===== src/rtl/cpu_mem_pkg.sv =====
// Shared types and default parameters for the unified instruction/data memory arbiter.
package cpu_mem_pkg;

    localparam int DEF_ADDR_W       = 10;
    localparam int DEF_MEM_LATENCY  = 1;
    localparam int DEF_STARVE_LIMIT = 4;

    // Sized to cover MEM_LATENCY up to 7 and STARVE_LIMIT up to 15.
    localparam int CNT_W    = 3;
    localparam int STARVE_W = 4;

    typedef enum logic [1:0] {
        IDLE   = 2'd0,
        ACCESS = 2'd1,
        RESP   = 2'd2
    } state_t;

    typedef enum logic {
        OWN_I = 1'b0,
        OWN_D = 1'b1
    } owner_t;

endpackage


===== src/rtl/mem_arb_pick.sv =====
// Combinational priority picker: data wins unless fetch has been starved for STARVE_LIMIT grants.
module mem_arb_pick
    import cpu_mem_pkg::*;
#(
    parameter int STARVE_LIMIT = DEF_STARVE_LIMIT
) (
    input  logic                iReq,
    input  logic                dReq,
    input  logic [STARVE_W-1:0] starveCnt,
    output owner_t              grant,
    output logic                any_req
);

    always_comb begin
        grant   = OWN_I;
        any_req = iReq | dReq;
        if (dReq && !(iReq && (starveCnt == STARVE_W'(STARVE_LIMIT)))) begin
            grant = OWN_D;
        end
    end

endmodule


===== src/rtl/unified_mem_arbiter.sv =====
// Shares one single-port word memory between instruction fetch and data access, one access at a time.
// Handshake: a requester raises req with stable address/data and holds it until its one-cycle ready pulse.
module unified_mem_arbiter
    import cpu_mem_pkg::*;
#(
    parameter int ADDR_W       = DEF_ADDR_W,
    parameter int MEM_LATENCY  = DEF_MEM_LATENCY,
    parameter int STARVE_LIMIT = DEF_STARVE_LIMIT
) (
    input  logic              clk,
    input  logic              reset,
    input  logic              iReq,
    input  logic [31:0]       iAddress,
    output logic              iReady,
    output logic [31:0]       iData,
    input  logic              dReq,
    input  logic              dWrite,
    input  logic [31:0]       dAddress,
    input  logic [31:0]       dWriteData,
    output logic              dReady,
    output logic [31:0]       dReadData,
    output logic [ADDR_W-1:0] memAddress,
    output logic [31:0]       memWriteData,
    output logic              memReadEnable,
    output logic              memWriteEnable,
    input  logic [31:0]       memReadData,
    output state_t            dbg_state
);

    state_t              state, state_d;
    owner_t              owner, owner_d, grant;
    logic                any_req, grant_store;
    logic                is_write, is_write_d;
    logic [CNT_W-1:0]    cnt, cnt_d;
    logic [STARVE_W-1:0] starve_cnt, starve_d;
    logic [ADDR_W-1:0]   addr_d;
    logic [31:0]         wdata_d, idata_d, dread_d;
    logic                re_d, we_d, iready_d, dready_d;
    logic                addr_unused;

    assign addr_unused = ^{iAddress[31:ADDR_W+2], iAddress[1:0],
                           dAddress[31:ADDR_W+2], dAddress[1:0]};
    assign dbg_state   = state;
    assign grant_store = (grant == OWN_D) && dWrite;

    mem_arb_pick #(.STARVE_LIMIT(STARVE_LIMIT)) u_pick (
        .iReq      (iReq),
        .dReq      (dReq),
        .starveCnt (starve_cnt),
        .grant     (grant),
        .any_req   (any_req)
    );

    always_comb begin
        state_d    = state;
        owner_d    = owner;
        is_write_d = is_write;
        cnt_d      = cnt;
        starve_d   = starve_cnt;
        addr_d     = memAddress;
        wdata_d    = memWriteData;
        idata_d    = iData;
        dread_d    = dReadData;
        re_d       = 1'b0;
        we_d       = 1'b0;
        iready_d   = 1'b0;
        dready_d   = 1'b0;
        case (state)
            IDLE: begin
                if (any_req) begin
                    owner_d    = grant;
                    is_write_d = grant_store;
                    addr_d     = (grant == OWN_D) ? dAddress[ADDR_W+1:2] : iAddress[ADDR_W+1:2];
                    if (grant_store) begin
                        wdata_d = dWriteData;
                    end
                    re_d  = !grant_store;
                    we_d  = grant_store;
                    cnt_d = '0;
                    // Only data grants that actually made fetch wait count toward starvation.
                    if ((grant == OWN_D) && iReq) begin
                        starve_d = (starve_cnt == STARVE_W'(STARVE_LIMIT)) ? starve_cnt
                                                                           : starve_cnt + 1'b1;
                    end else begin
                        starve_d = '0;
                    end
                    state_d = ACCESS;
                end
            end
            ACCESS: begin
                cnt_d = cnt + 1'b1;
                // cnt counts cycles since the strobe; read data is valid MEM_LATENCY cycles later.
                if (cnt == CNT_W'(MEM_LATENCY)) begin
                    if (!is_write) begin
                        if (owner == OWN_D) begin
                            dread_d = memReadData;
                        end else begin
                            idata_d = memReadData;
                        end
                    end
                    iready_d = (owner == OWN_I);
                    dready_d = (owner == OWN_D);
                    state_d  = RESP;
                end
            end
            RESP:    state_d = IDLE;
            default: state_d = IDLE;
        endcase
    end

    always_ff @(posedge clk) begin
        if (reset) begin
            state          <= IDLE;
            owner          <= OWN_I;
            is_write       <= 1'b0;
            cnt            <= '0;
            starve_cnt     <= '0;
            memAddress     <= '0;
            memWriteData   <= '0;
            memReadEnable  <= 1'b0;
            memWriteEnable <= 1'b0;
            iData          <= '0;
            dReadData      <= '0;
            iReady         <= 1'b0;
            dReady         <= 1'b0;
        end else begin
            state          <= state_d;
            owner          <= owner_d;
            is_write       <= is_write_d;
            cnt            <= cnt_d;
            starve_cnt     <= starve_d;
            memAddress     <= addr_d;
            memWriteData   <= wdata_d;
            memReadEnable  <= re_d;
            memWriteEnable <= we_d;
            iData          <= idata_d;
            dReadData      <= dread_d;
            iReady         <= iready_d;
            dReady         <= dready_d;
        end
    end

endmodule

===== config.mk =====
export PLATFORM = sky130hd
export DESIGN_NAME = unified_mem_arbiter
export DESIGN_NICKNAME = d
export VERILOG_FILES = /design/src/rtl/cpu_mem_pkg.sv /design/src/rtl/mem_arb_pick.sv /design/src/rtl/unified_mem_arbiter.sv
export SDC_FILE = /design/constraint.sdc
export NUM_CORES = 1
export LEC_CHECK = 0
export BUFFER_PORTS_ARGS = -buffer_cell sky130_fd_sc_hd__clkbuf_2
export CAP_MARGIN = 20
export CORE_MARGIN = 3
export CORE_UTILIZATION = 25
export DETAILED_ROUTE_END_ITERATION = 10
export GPL_ROUTABILITY_DRIVEN = 0
export PLACE_DENSITY = 0.58
export SLEW_MARGIN = 20
export SYNTH_ARGS = -nofsm -noshare
export SYNTH_HDL_FRONTEND = slang
export SYNTH_SLANG_ARGS = --single-unit
export TNS_END_PERCENT = 5

===== constraint.sdc =====
create_clock -name clk -period 1.85 [get_ports clk]
set_clock_uncertainty 0.05 [all_clocks]
set_input_delay 0.0925 -clock clk [delete_from_list [all_inputs] [get_ports clk]]
set_output_delay 0.0925 -clock clk [all_outputs]
set_load 0.1 [all_outputs]

==> results.json, run 1 <==
{
  "outcome": "completed",
  "synth_area_sq_um": 4420,
  "pwr_density_cell_nw_per_um2": 1070,
  "r2r_cells": 7,
  "firstDrtPassIters": 4,
  "wl_per_cell_um": 13.7,
  "areaGrowthSynthToFinish_pct": 62.9,
  "ioPinCount": 245,
  "clk_latency_ns": 0.41,
  "synth-seq-area-share_pct": 54.8,
  "via_per_inst": 4.42,
  "synthFlopType": "dfxtp_1",
  "vdd_drop_max_uv": 696,
  "root_buffer": "clkbuf_16",
  "finalHoldViolations": 0,
  "clockBufferDepth": 2,
  "nNetsFinal": 967,
  "postRouteAntennaNets": 0,
  "antenna_found_initial": 1,
  "layout.cells.non_filler": 1064,
  "p_leak_nw": 3.08,
  "overflow": 0,
  "tritoncts": "built",
  "slew_headroom_pct": 48.6,
  "grtUsageTotal_pct": 15.1,
  "grt_pass1_vias": 4664,
  "start_util_pct": 26.1,
  "rows": 47,
  "finish.instance_area_sq_um": 7200,
  "core_area_sq_um": 16900,
  "whs_endpoint": "starve_cnt[2]$_SDFFE_PP0P_",
  "placed_area_sq_um": 5700,
  "rsz0062_at_grt": "no",
  "synth-edff-count": 0,
  "r2r-end": "memWriteData[7]$_SDFFE_PP0P_",
  "crit_required_ns": 2.12,
  "path_clk_slew_ns": 0.06,
  "tns_ns": 0,
  "crit_type": "reg2reg",
  "drcViolationCount": 0,
  "dp_cells": 946,
  "worst_pin_slew_ns": 0.770,
  "hp-start": "reset",
  "place.port_buffers": 200,
  "drive_gt1_share_pct": 29.7,
  "cap_violations": 0,
  "layout_common_cells": "nand2_1 (208), clkbuf_2 (199), dfxtp_1 (119)",
  "syn_area_per_cell_sq_um": 8.04,
  "rrSetupSlack_ns": 0.16,
  "async_flop_share_pct": 0,
  "fin_crit_ns": 1.69,
  "grt_start_max_net_pins": 56,
  "htree_levels": 4,
  "slew_violations": 0,
  "cts_buffers": 17,
  "cp_max_fo": 33,
  "report.power.total_mw": 7.72,
  "synthDistinctLibCells": 38,
  "min_path_type": "in2reg",
  "cts.sinks": 121,
  "end_kind": "flip-flop",
  "arrival_ns": 1.96,
  "dp_hpwl_mm": 9.04,
  "die_w_um": 139,
  "die_area_sq_um": 19300,
  "report.final.setup_viol": 0,
  "start_kind": "flip-flop",
  "fin_hold_ws_ns": 0.0582,
  "synth_fp_nets": 687,
  "die_h_um": 139,
  "fmax_mhz": 591,
  "yosysWarningCount": 0,
  "final_common_cell": "nand2_1",
  "grt_pass1_wl_mm": 23.8,
  "synthCells": 550,
  "period_share_pct": 91.4,
  "hold_depth": 2,
  "drt_iter0_drc": 182,
  "post_cts_buffers": 0,
  "reg2reg_from": "starve_cnt[0]$_SDFFE_PP0P_",
  "num_vias": 4708,
  "wirelength_mm": 14.6,
  "synth_seq_cells": 121,
  "fillers": 1692
}
==> cells by family after synthesis <==
kind of cell    share of synthesized area, %
compound gates                          16.0
xor+xnor                               0.198
fa+ha+maj                               1.13
buf+inv                                 4.70
flops                                   54.8
mux                                    0.255
simple gates                            22.9
==> critical path, cell delays in order, from the launching register on <==
cell and delay, ns:
dfxtp_1 0.35, inv_1 0.07, ha_1 0.21, nand4b_1 0.16, and4_1 0.26, buf_12 0.20
nand2_1 0.10, a21oi_1 0.17
==> sequential cells by signal, indices dropped and copies added (netlist names) <==
register	cells
iReady	1
starve_cnt	4
memReadEnable	1
memAddress	10
dReadData	32
dbg_state	2
owner	1
memWriteData	32
cnt	3
memWriteEnable	1
dReady	1
iData	32
is_write	1
==> through the flow <==
stage / setup slack [ns] / util (%)
after global placement: 0.244 / 33.6
after global routing: 0.0280 / 42.5
after floorplan: 0.101 / -
final: 0.159 / 42.5
after CTS: 0.176 / 42.5
after detailed placement: 0.203 / 33.6
==> power breakdown <==
part / leakage, nW / internal (mW) / switching [mW]
registers: 0.983 / 2.70 / 0.0610
logic: 1.78 / 0.363 / 0.972
clock network: 0.317 / 2.40 / 1.22
total: 3.08 / 5.47 / 2.25
==> layer usage <==
| layer | vias to the layer above | GRT usage [%] | wire length, um |
|---|---|---|---|
| li1 | 2367 | - | - |
| met1 | 2128 | 18.2 | 6260 |
| met2 | 199 | 25.1 | 6950 |
| met3 | 14 | 5.59 | 1220 |
| met4 | 0 | 4.53 | 184 |
| met5 | - | 0 | 0 |
==> cell type report <==
| class | instances | area (sq um) | area share, % |
|---|---|---|---|
| Sequential cell | 121 | 2430 | 33.7 |
| Tap cell | 220 | 275 | 3.82 |
| Multi-Input combinational cell | 387 | 1800 | 24.9 |
| Timing Repair Buffer | 299 | 2040 | 28.3 |
| Antenna cell | 1 | 2.50 | 0.0347 |
| Clock buffer | 22 | 484 | 6.72 |
| Inverter | 4 | 15.0 | 0.208 |
| Clock inverter | 10 | 164 | 2.28 |
==> worst max-delay path by stage <==
| stage | from | slack, ns | cells past startpoint | end |
|---|---|---|---|---|
| 2_1_floorplan | dbg_state[1]$_SDFFE_PP0P_ | 0.10 | 6 | iData[0]$_SDFFE_PP0P_ |
| 3_3_place_gp | starve_cnt[0]$_SDFFE_PP0P_ | 0.24 | 7 | memWriteData[2]$_SDFFE_PP0P_ |
| 3_5_place_dp | starve_cnt[0]$_SDFFE_PP0P_ | 0.20 | 7 | memWriteData[11]$_SDFFE_PP0P_ |
| 4_1_cts | starve_cnt[0]$_SDFFE_PP0P_ | 0.18 | 7 | memWriteData[12]$_SDFFE_PP0P_ |
| 5_1_grt | starve_cnt[0]$_SDFFE_PP0P_ | 0.03 | 7 | memWriteData[7]$_SDFFE_PP0P_ |
| 6_report | starve_cnt[0]$_SDFFE_PP0P_ | 0.16 | 7 | memWriteData[7]$_SDFFE_PP0P_ |
==> what timing repair did <==
item	CTS	global route
gates resized for setup	0	1
hold endpoints to repair	108	0
setup endpoints to repair	0	2
hold buffers	85	0
==> cells in the mapped netlist, drive strengths merged, types with 2 or more instances <==
master,number,area [sq um]
and2,4,25.0
nor2,19,71.3
nor3,5,30.0
ha,4,50.1
inv,4,15.0
buf,22,133
dfxtp,121,2420
a21oi,111,556
nor2b,3,18.8
o21ai,2,13.8
a211oi,11,82.6
nand2,208,781
clkbuf,16,60.1
Power figures use the tool's default switching activity.
==> inputs of run 2 (changes only) <==
--- a/config.mk
+++ b/config.mk
@@ -8,10 +8,10 @@
 export BUFFER_PORTS_ARGS = -buffer_cell sky130_fd_sc_hd__clkbuf_2
 export CAP_MARGIN = 20
 export CORE_MARGIN = 3
-export CORE_UTILIZATION = 25
+export CORE_UTILIZATION = 44
 export DETAILED_ROUTE_END_ITERATION = 10
 export GPL_ROUTABILITY_DRIVEN = 0
-export PLACE_DENSITY = 0.58
+export PLACE_DENSITY = 0.87
 export SLEW_MARGIN = 20
 export SYNTH_ARGS = -nofsm -noshare
 export SYNTH_HDL_FRONTEND = slang
==> run 2 against run 1 <==
Clock power decreased by 5%; critical endpoint is now memAddress[8]$_SDFFE_PP0N_; first-iteration DRC count increased by 77%; largest cell class unchanged; clock-buffer cell count decreased by 1; highest routed layer unchanged; design area decreased by 1.8%.
==> results.json, run 2 (same netlist as run 1, synthesis figures left out) <==
{
  "outcome": "completed",
  "drive_gt1_share_pct": 29.3,
  "end_kind": "flip-flop",
  "nNetsFinal": 969,
  "grt_start_max_net_pins": 57,
  "fin_crit_ns": 1.74,
  "slew_headroom_pct": 48.7,
  "p_leak_nw": 3.07,
  "finish.instance_area_sq_um": 7070,
  "htree_levels": 4,
  "min_path_type": "in2reg",
  "cts_buffers": 17,
  "wl_per_cell_um": 15.3,
  "placed_area_sq_um": 5560,
  "cts_hold_buffers": 88,
  "start_kind": "flip-flop",
  "fmax_mhz": 574,
  "overflow": 0,
  "worst_pin_slew_ns": 0.770,
  "layout_common_cells": "nand2_1 (208), clkbuf_2 (199), dfxtp_1 (119)",
  "cp_max_fo": 8,
  "core_area_sq_um": 9500,
  "crit_required_ns": 2.18,
  "ioPinCount": 245,
  "via_per_inst": 5.07,
  "postRouteAntennaNets": 0,
  "layout.cells.non_filler": 974,
  "final_common_cell": "nand2_1",
  "path_clk_slew_ns": 0.06,
  "diodes": 0,
  "die_h_um": 106,
  "post_cts_resized": 0,
  "num_vias": 4937,
  "tns_ns": 0,
  "areaGrowthSynthToFinish_pct": 60.0,
  "clockBufferDepth": 2,
  "switching_share_pct": 29.0,
  "dp_cells": 854,
  "crit_family": "compound AO/OA/AOI/OAI gates",
  "grtUsageTotal_pct": 26.5,
  "finalHoldViolations": 0,
  "fillers": 673,
  "firstDrtPassIters": 5,
  "period_share_pct": 94.2,
  "clk_latency_ns": 0.49,
  "grt_pass1_wl_mm": 24.2,
  "sequentialPowerShare_pct": 36.6,
  "drcViolationCount": 0,
  "slew_violations": 0,
  "antenna_found_initial": 0,
  "cp_slowest_cell": "dfxtp_1",
  "die_w_um": 106,
  "die_area_sq_um": 11300,
  "cts.sinks": 121,
  "crit_buf_inv": 2,
  "fin_hold_ws_ns": 0.329,
  "slowest_delay_ns": 0.36,
  "start_util_pct": 46.5,
  "arrival_ns": 2.07,
  "comb_power_share_pct": 17.8,
  "switchingPower_mw": 2.19,
  "top_regs": "dReadData x32, iData x32, memWriteData x32",
  "place.port_buffers": 200,
  "report.final.setup_viol": 0,
  "dp_hpwl_mm": 8.38,
  "cp_cell_sequence": "inv_1, ha_1, nand4b_1, and2_1, buf_4, a21oi_1, a211oi_1",
  "post_cts_buffers": 0,
  "cap_violations": 0,
  "crit_type": "reg2reg",
  "report.power.total_mw": 7.56,
  "wirelength_mm": 14.9,
  "internal_power_mw": 5.37,
  "tritoncts": "built",
  "rows": 35,
  "grt_pass1_vias": 5043,
  "pwr_density_cell_nw_per_um2": 1070,
  "drt_iter0_drc": 322,
  "rsz0062_at_grt": "no",
  "vdd_drop_max_uv": 676,
  "root_buffer": "clkbuf_8",
  "clock_power_share_pct": 45.6
}
run 2: area by class of cell:
class                   count  area, sq um  area share (%)
flip-flops and latches    121         2430            34.3
repair buffers            301         2040            28.9
multi-input cells         387         1800            25.4
clock buffers              21          460            6.51
clock inverters            11          168            2.37
well taps                 129          161            2.28
inverters                   4         15.0           0.212
run 2: through the flow:
stage | setup slack (ns) | utilization, %
4_1_cts | 0.210 | 74.4
6_report | 0.107 | 74.4
3_5_place_dp | 0.226 | 58.6
3_3_place_gp | 0.284 | 58.6
5_1_grt | 0.00516 | 74.4
2_1_floorplan | 0.101 | -
run 2: metal layers:
layer  wire length, um  track usage, %
met3              1310            7.65
met2              7490            46.9
met4               373            11.2
met1              5710            29.5
met5                 0               0
run 2: final timing paths:
kind	start	end	slack [ns]	cells after the start
hold reg to reg	iData[22]$_SDFFE_PP0P_	iData[22]$_SDFFE_PP0P_	0.40	2
hold / removal	dWriteData[19]	memWriteData[19]$_SDFFE_PP0P_	0.33	4
setup / recovery	starve_cnt[0]$_SDFFE_PP0P_	memAddress[8]$_SDFFE_PP0N_	0.11	7
setup reg to reg	starve_cnt[0]$_SDFFE_PP0P_	memAddress[8]$_SDFFE_PP0N_	0.11	7
run 2: power by group through the flow:
| stage | Combinational, mW | Sequential, mW | Clock [mW] |
|---|---|---|---|
| finish | 1.35 | 2.77 | 3.45 |
| global route | 1.41 | 2.78 | 3.61 |
| CTS | 1.32 | 2.77 | 3.49 |
| detailed placement | 1.17 | 2.82 | 0 |
| global placement | 1.16 | 2.82 | 0 |
| floorplan | 0.271 | 3.44 | 0 |
run 2: worst min-delay path: stages:
cell           delay [ns]
dlygate4sd3_1        0.53
clkbuf_2             0.11
nand2_1              0.05
a21oi_1              0.05
==> inputs of run 3 (changes only) <==
--- a/config.mk
+++ b/config.mk
@@ -8,10 +8,10 @@
 export BUFFER_PORTS_ARGS = -buffer_cell sky130_fd_sc_hd__clkbuf_2
 export CAP_MARGIN = 20
 export CORE_MARGIN = 3
-export CORE_UTILIZATION = 44
+export CORE_UTILIZATION = 40
 export DETAILED_ROUTE_END_ITERATION = 10
 export GPL_ROUTABILITY_DRIVEN = 0
-export PLACE_DENSITY = 0.87
+export PLACE_DENSITY = 0.84
 export SLEW_MARGIN = 20
 export SYNTH_ARGS = -nofsm -noshare
 export SYNTH_HDL_FRONTEND = slang
==> constraint.sdc (replaced) <==
create_clock -name clk -period 1.6 [get_ports clk]
set_clock_uncertainty 0.05 [all_clocks]
set_input_delay 0.08 -clock clk [delete_from_list [all_inputs] [get_ports clk]]
set_output_delay 0.08 -clock clk [all_outputs]
set_load 0.1 [all_outputs]
==> run 3 against run 2 <==
The run now ends with negative setup slack left; final cell count rose by 2.2%; worst setup slack worse by 0.14 ns; clock-buffer cell count rose by 5; combinational power up 24%; critical path depth up 2; utilization fell by 3.3 points; die area increased by 9.4%; sequential share of layout area decreased by 1.9 points; register-to-register slack lost 0.14 ns; via count increased by 4.4%; global-route usage decreased by 2.4 points; first-iteration DRC count is 65% higher; largest power group unchanged; highest routed layer unchanged.
==> results.json, run 3 (same netlist as run 1, synthesis figures left out) <==
{
  "p_leak_nw": 3.26,
  "htree_levels": 4,
  "die_area_sq_um": 12300,
  "fmax_mhz": 611,
  "min_path_type": "in2reg",
  "multi_input_area_sq_um": 1940,
  "tritoncts": "built",
  "pwr_density_cell_nw_per_um2": 1190,
  "top_regs": "dReadData x32, iData x32, memWriteData x32",
  "cts.sinks": 121,
  "arrival_ns": 2.03,
  "overflow": 0,
  "worst_pin_slew_ns": 0.792,
  "areaGrowthSynthToFinish_pct": 69.9,
  "fillers": 690,
  "root_buffer": "clkbuf_8",
  "die_h_um": 111,
  "firstDrtPassIters": 7,
  "end_kind": "flip-flop",
  "core_area_sq_um": 10600,
  "cts_buffers": 17,
  "dp_hpwl_mm": 8.25,
  "wl_per_cell_um": 16.4,
  "post-place-ws_ns": -0.0205,
  "postRouteAntennaNets": 0,
  "path_clk_slew_ns": 0.06,
  "grt_pass1_wl_mm": 24.2,
  "grtUsageTotal_pct": 24.1,
  "vdd_drop_max_uv": 851,
  "start_kind": "flip-flop",
  "regArea_sq_um": 2430,
  "ioPinCount": 245,
  "cp_cell_sequence": "inv_2, ha_4, nand4bb_1, buf_4, nor3_4, buf_6, clkbuf_16, nand2_4, a21oi_2",
  "clk_latency_ns": 0.51,
  "nNetsFinal": 984,
  "report.power.total_mw": 8.93,
  "crit_required_ns": 1.99,
  "cp_slowest_cell": "dfxtp_2",
  "slew_headroom_pct": 47.2,
  "rsz0062_at_grt": "yes",
  "violations": "negative setup slack",
  "finalHoldViolations": 0,
  "diodes": 0,
  "outcome": "complete, but fails checks",
  "cp_max_fo": 8,
  "report.final.setup_viol": 2,
  "slowest_delay_ns": 0.32,
  "clockBufferDepth": 2,
  "drcViolationCount": 0,
  "grt_start_max_net_pins": 65,
  "final_core_util_pct": 71.2,
  "antenna_found_initial": 0,
  "layout_common_cells": "clkbuf_2 (199), nand2_1 (197), dfxtp_1 (115)",
  "drt_iter0_drc": 530,
  "crit_type": "reg2reg",
  "grt_pass1_vias": 5000,
  "place.port_buffers": 200,
  "drive_gt1_share_pct": 35.3,
  "via_per_inst": 5.18,
  "rows": 37,
  "die_w_um": 111,
  "slew_violations": 0,
  "timing.final.ws_setup_ns": -0.0365,
  "final_common_cell": "clkbuf_2",
  "tns_ns": -0.0442,
  "fin_crit_ns": 1.64,
  "period_share_pct": 102,
  "wirelength_mm": 16.3,
  "start_util_pct": 41.9,
  "cap_violations": 0,
  "num_vias": 5154
}
==> run 3: cell count changes in the layout (fill, tap and decap cells not counted), moves of 4 or more <==
cell | previous run | this run
a21oi_2 | 0 | 18
clkbuf_8 | 2 | 8
buf_12 | 5 | 9
dfxtp_1 | 119 | 115
nand2_4 | 0 | 4
nand2_1 | 208 | 197
a21oi_1 | 111 | 93
clkbuf_16 | 17 | 22
nand2_2 | 0 | 7
==> run 3: repair_timing <==
action	in CTS	in global routing
cloned	0	7
endpoints found under the setup margin	2	87
setup buffers	0	6
pin swaps	0	11
hold buffers	88	0
hold endpoints to repair	119	0
gates resized for setup	0	48
==> run 3: power by group <==
part / leakage [nW] / switching [mW] / internal (mW)
sequential: 0.985 / 0.0773 / 3.13
clock: 0.315 / 1.30 / 2.75
combinational: 1.96 / 1.18 / 0.492
total: 3.26 / 2.56 / 6.37
==> run 3: final cells by class <==
| class | instances | area share [%] |
|---|---|---|
| clock buffers | 26 | 7.18 |
| repair buffers | 316 | 30.7 |
| clock inverters | 5 | 1.37 |
| multi-input cells | 387 | 25.9 |
| flip-flops and latches | 121 | 32.4 |
| inverters | 4 | 0.200 |
| well taps | 136 | 2.27 |
==> run 3: worst max-delay path: cells and delay by family, from the launching register on <==
| family | cells | cell delay (ns) |
|---|---|---|
| adders and majority gates | 1 | 0.12 |
| DFF | 1 | 0.32 |
| buffers and inverters | 4 | 0.55 |
| and+or+nand+nor | 3 | 0.35 |
| AOI/OAI and AO/OA | 1 | 0.16 |
==> run 3: per-layer routing <==
layer / track usage, % / routed length [um] / up-vias / share of wire (%)
met3: 7.10 / 1350 / 58 / 8.3
met2: 41.7 / 8110 / 305 / 50
met1: 26.6 / 6190 / 2375 / 38
met4: 12.7 / 677 / 0 / 4.1
met5: 0 / 0 / - / 0
li1: - / - / 2416 / -
==> run 3: path summary, 6_finish.rpt <==
kind	slack [ns]	cells past startpoint	from	endpoint
setup reg to reg	-0.04	9	cnt[1]$_SDFFE_PP0P_	iData[12]$_SDFFE_PP0P_
hold / removal	0.28	4	dWriteData[26]	memWriteData[26]$_SDFFE_PP0P_
setup / recovery	-0.04	9	cnt[1]$_SDFFE_PP0P_	iData[12]$_SDFFE_PP0P_
hold reg to reg	0.40	2	iData[11]$_SDFFE_PP0P_	iData[11]$_SDFFE_PP0P_
==> run 3: per-stage QoR <==
step	instances	cell area (sq um)	hold slack [ns]
final	995	7510	0.285
after global routing	995	7510	0.281
after CTS	982	7160	0.253
after detailed placement	863	5640	0.258
after global placement	863	5640	0.253
after floorplan	550	4430	0.130
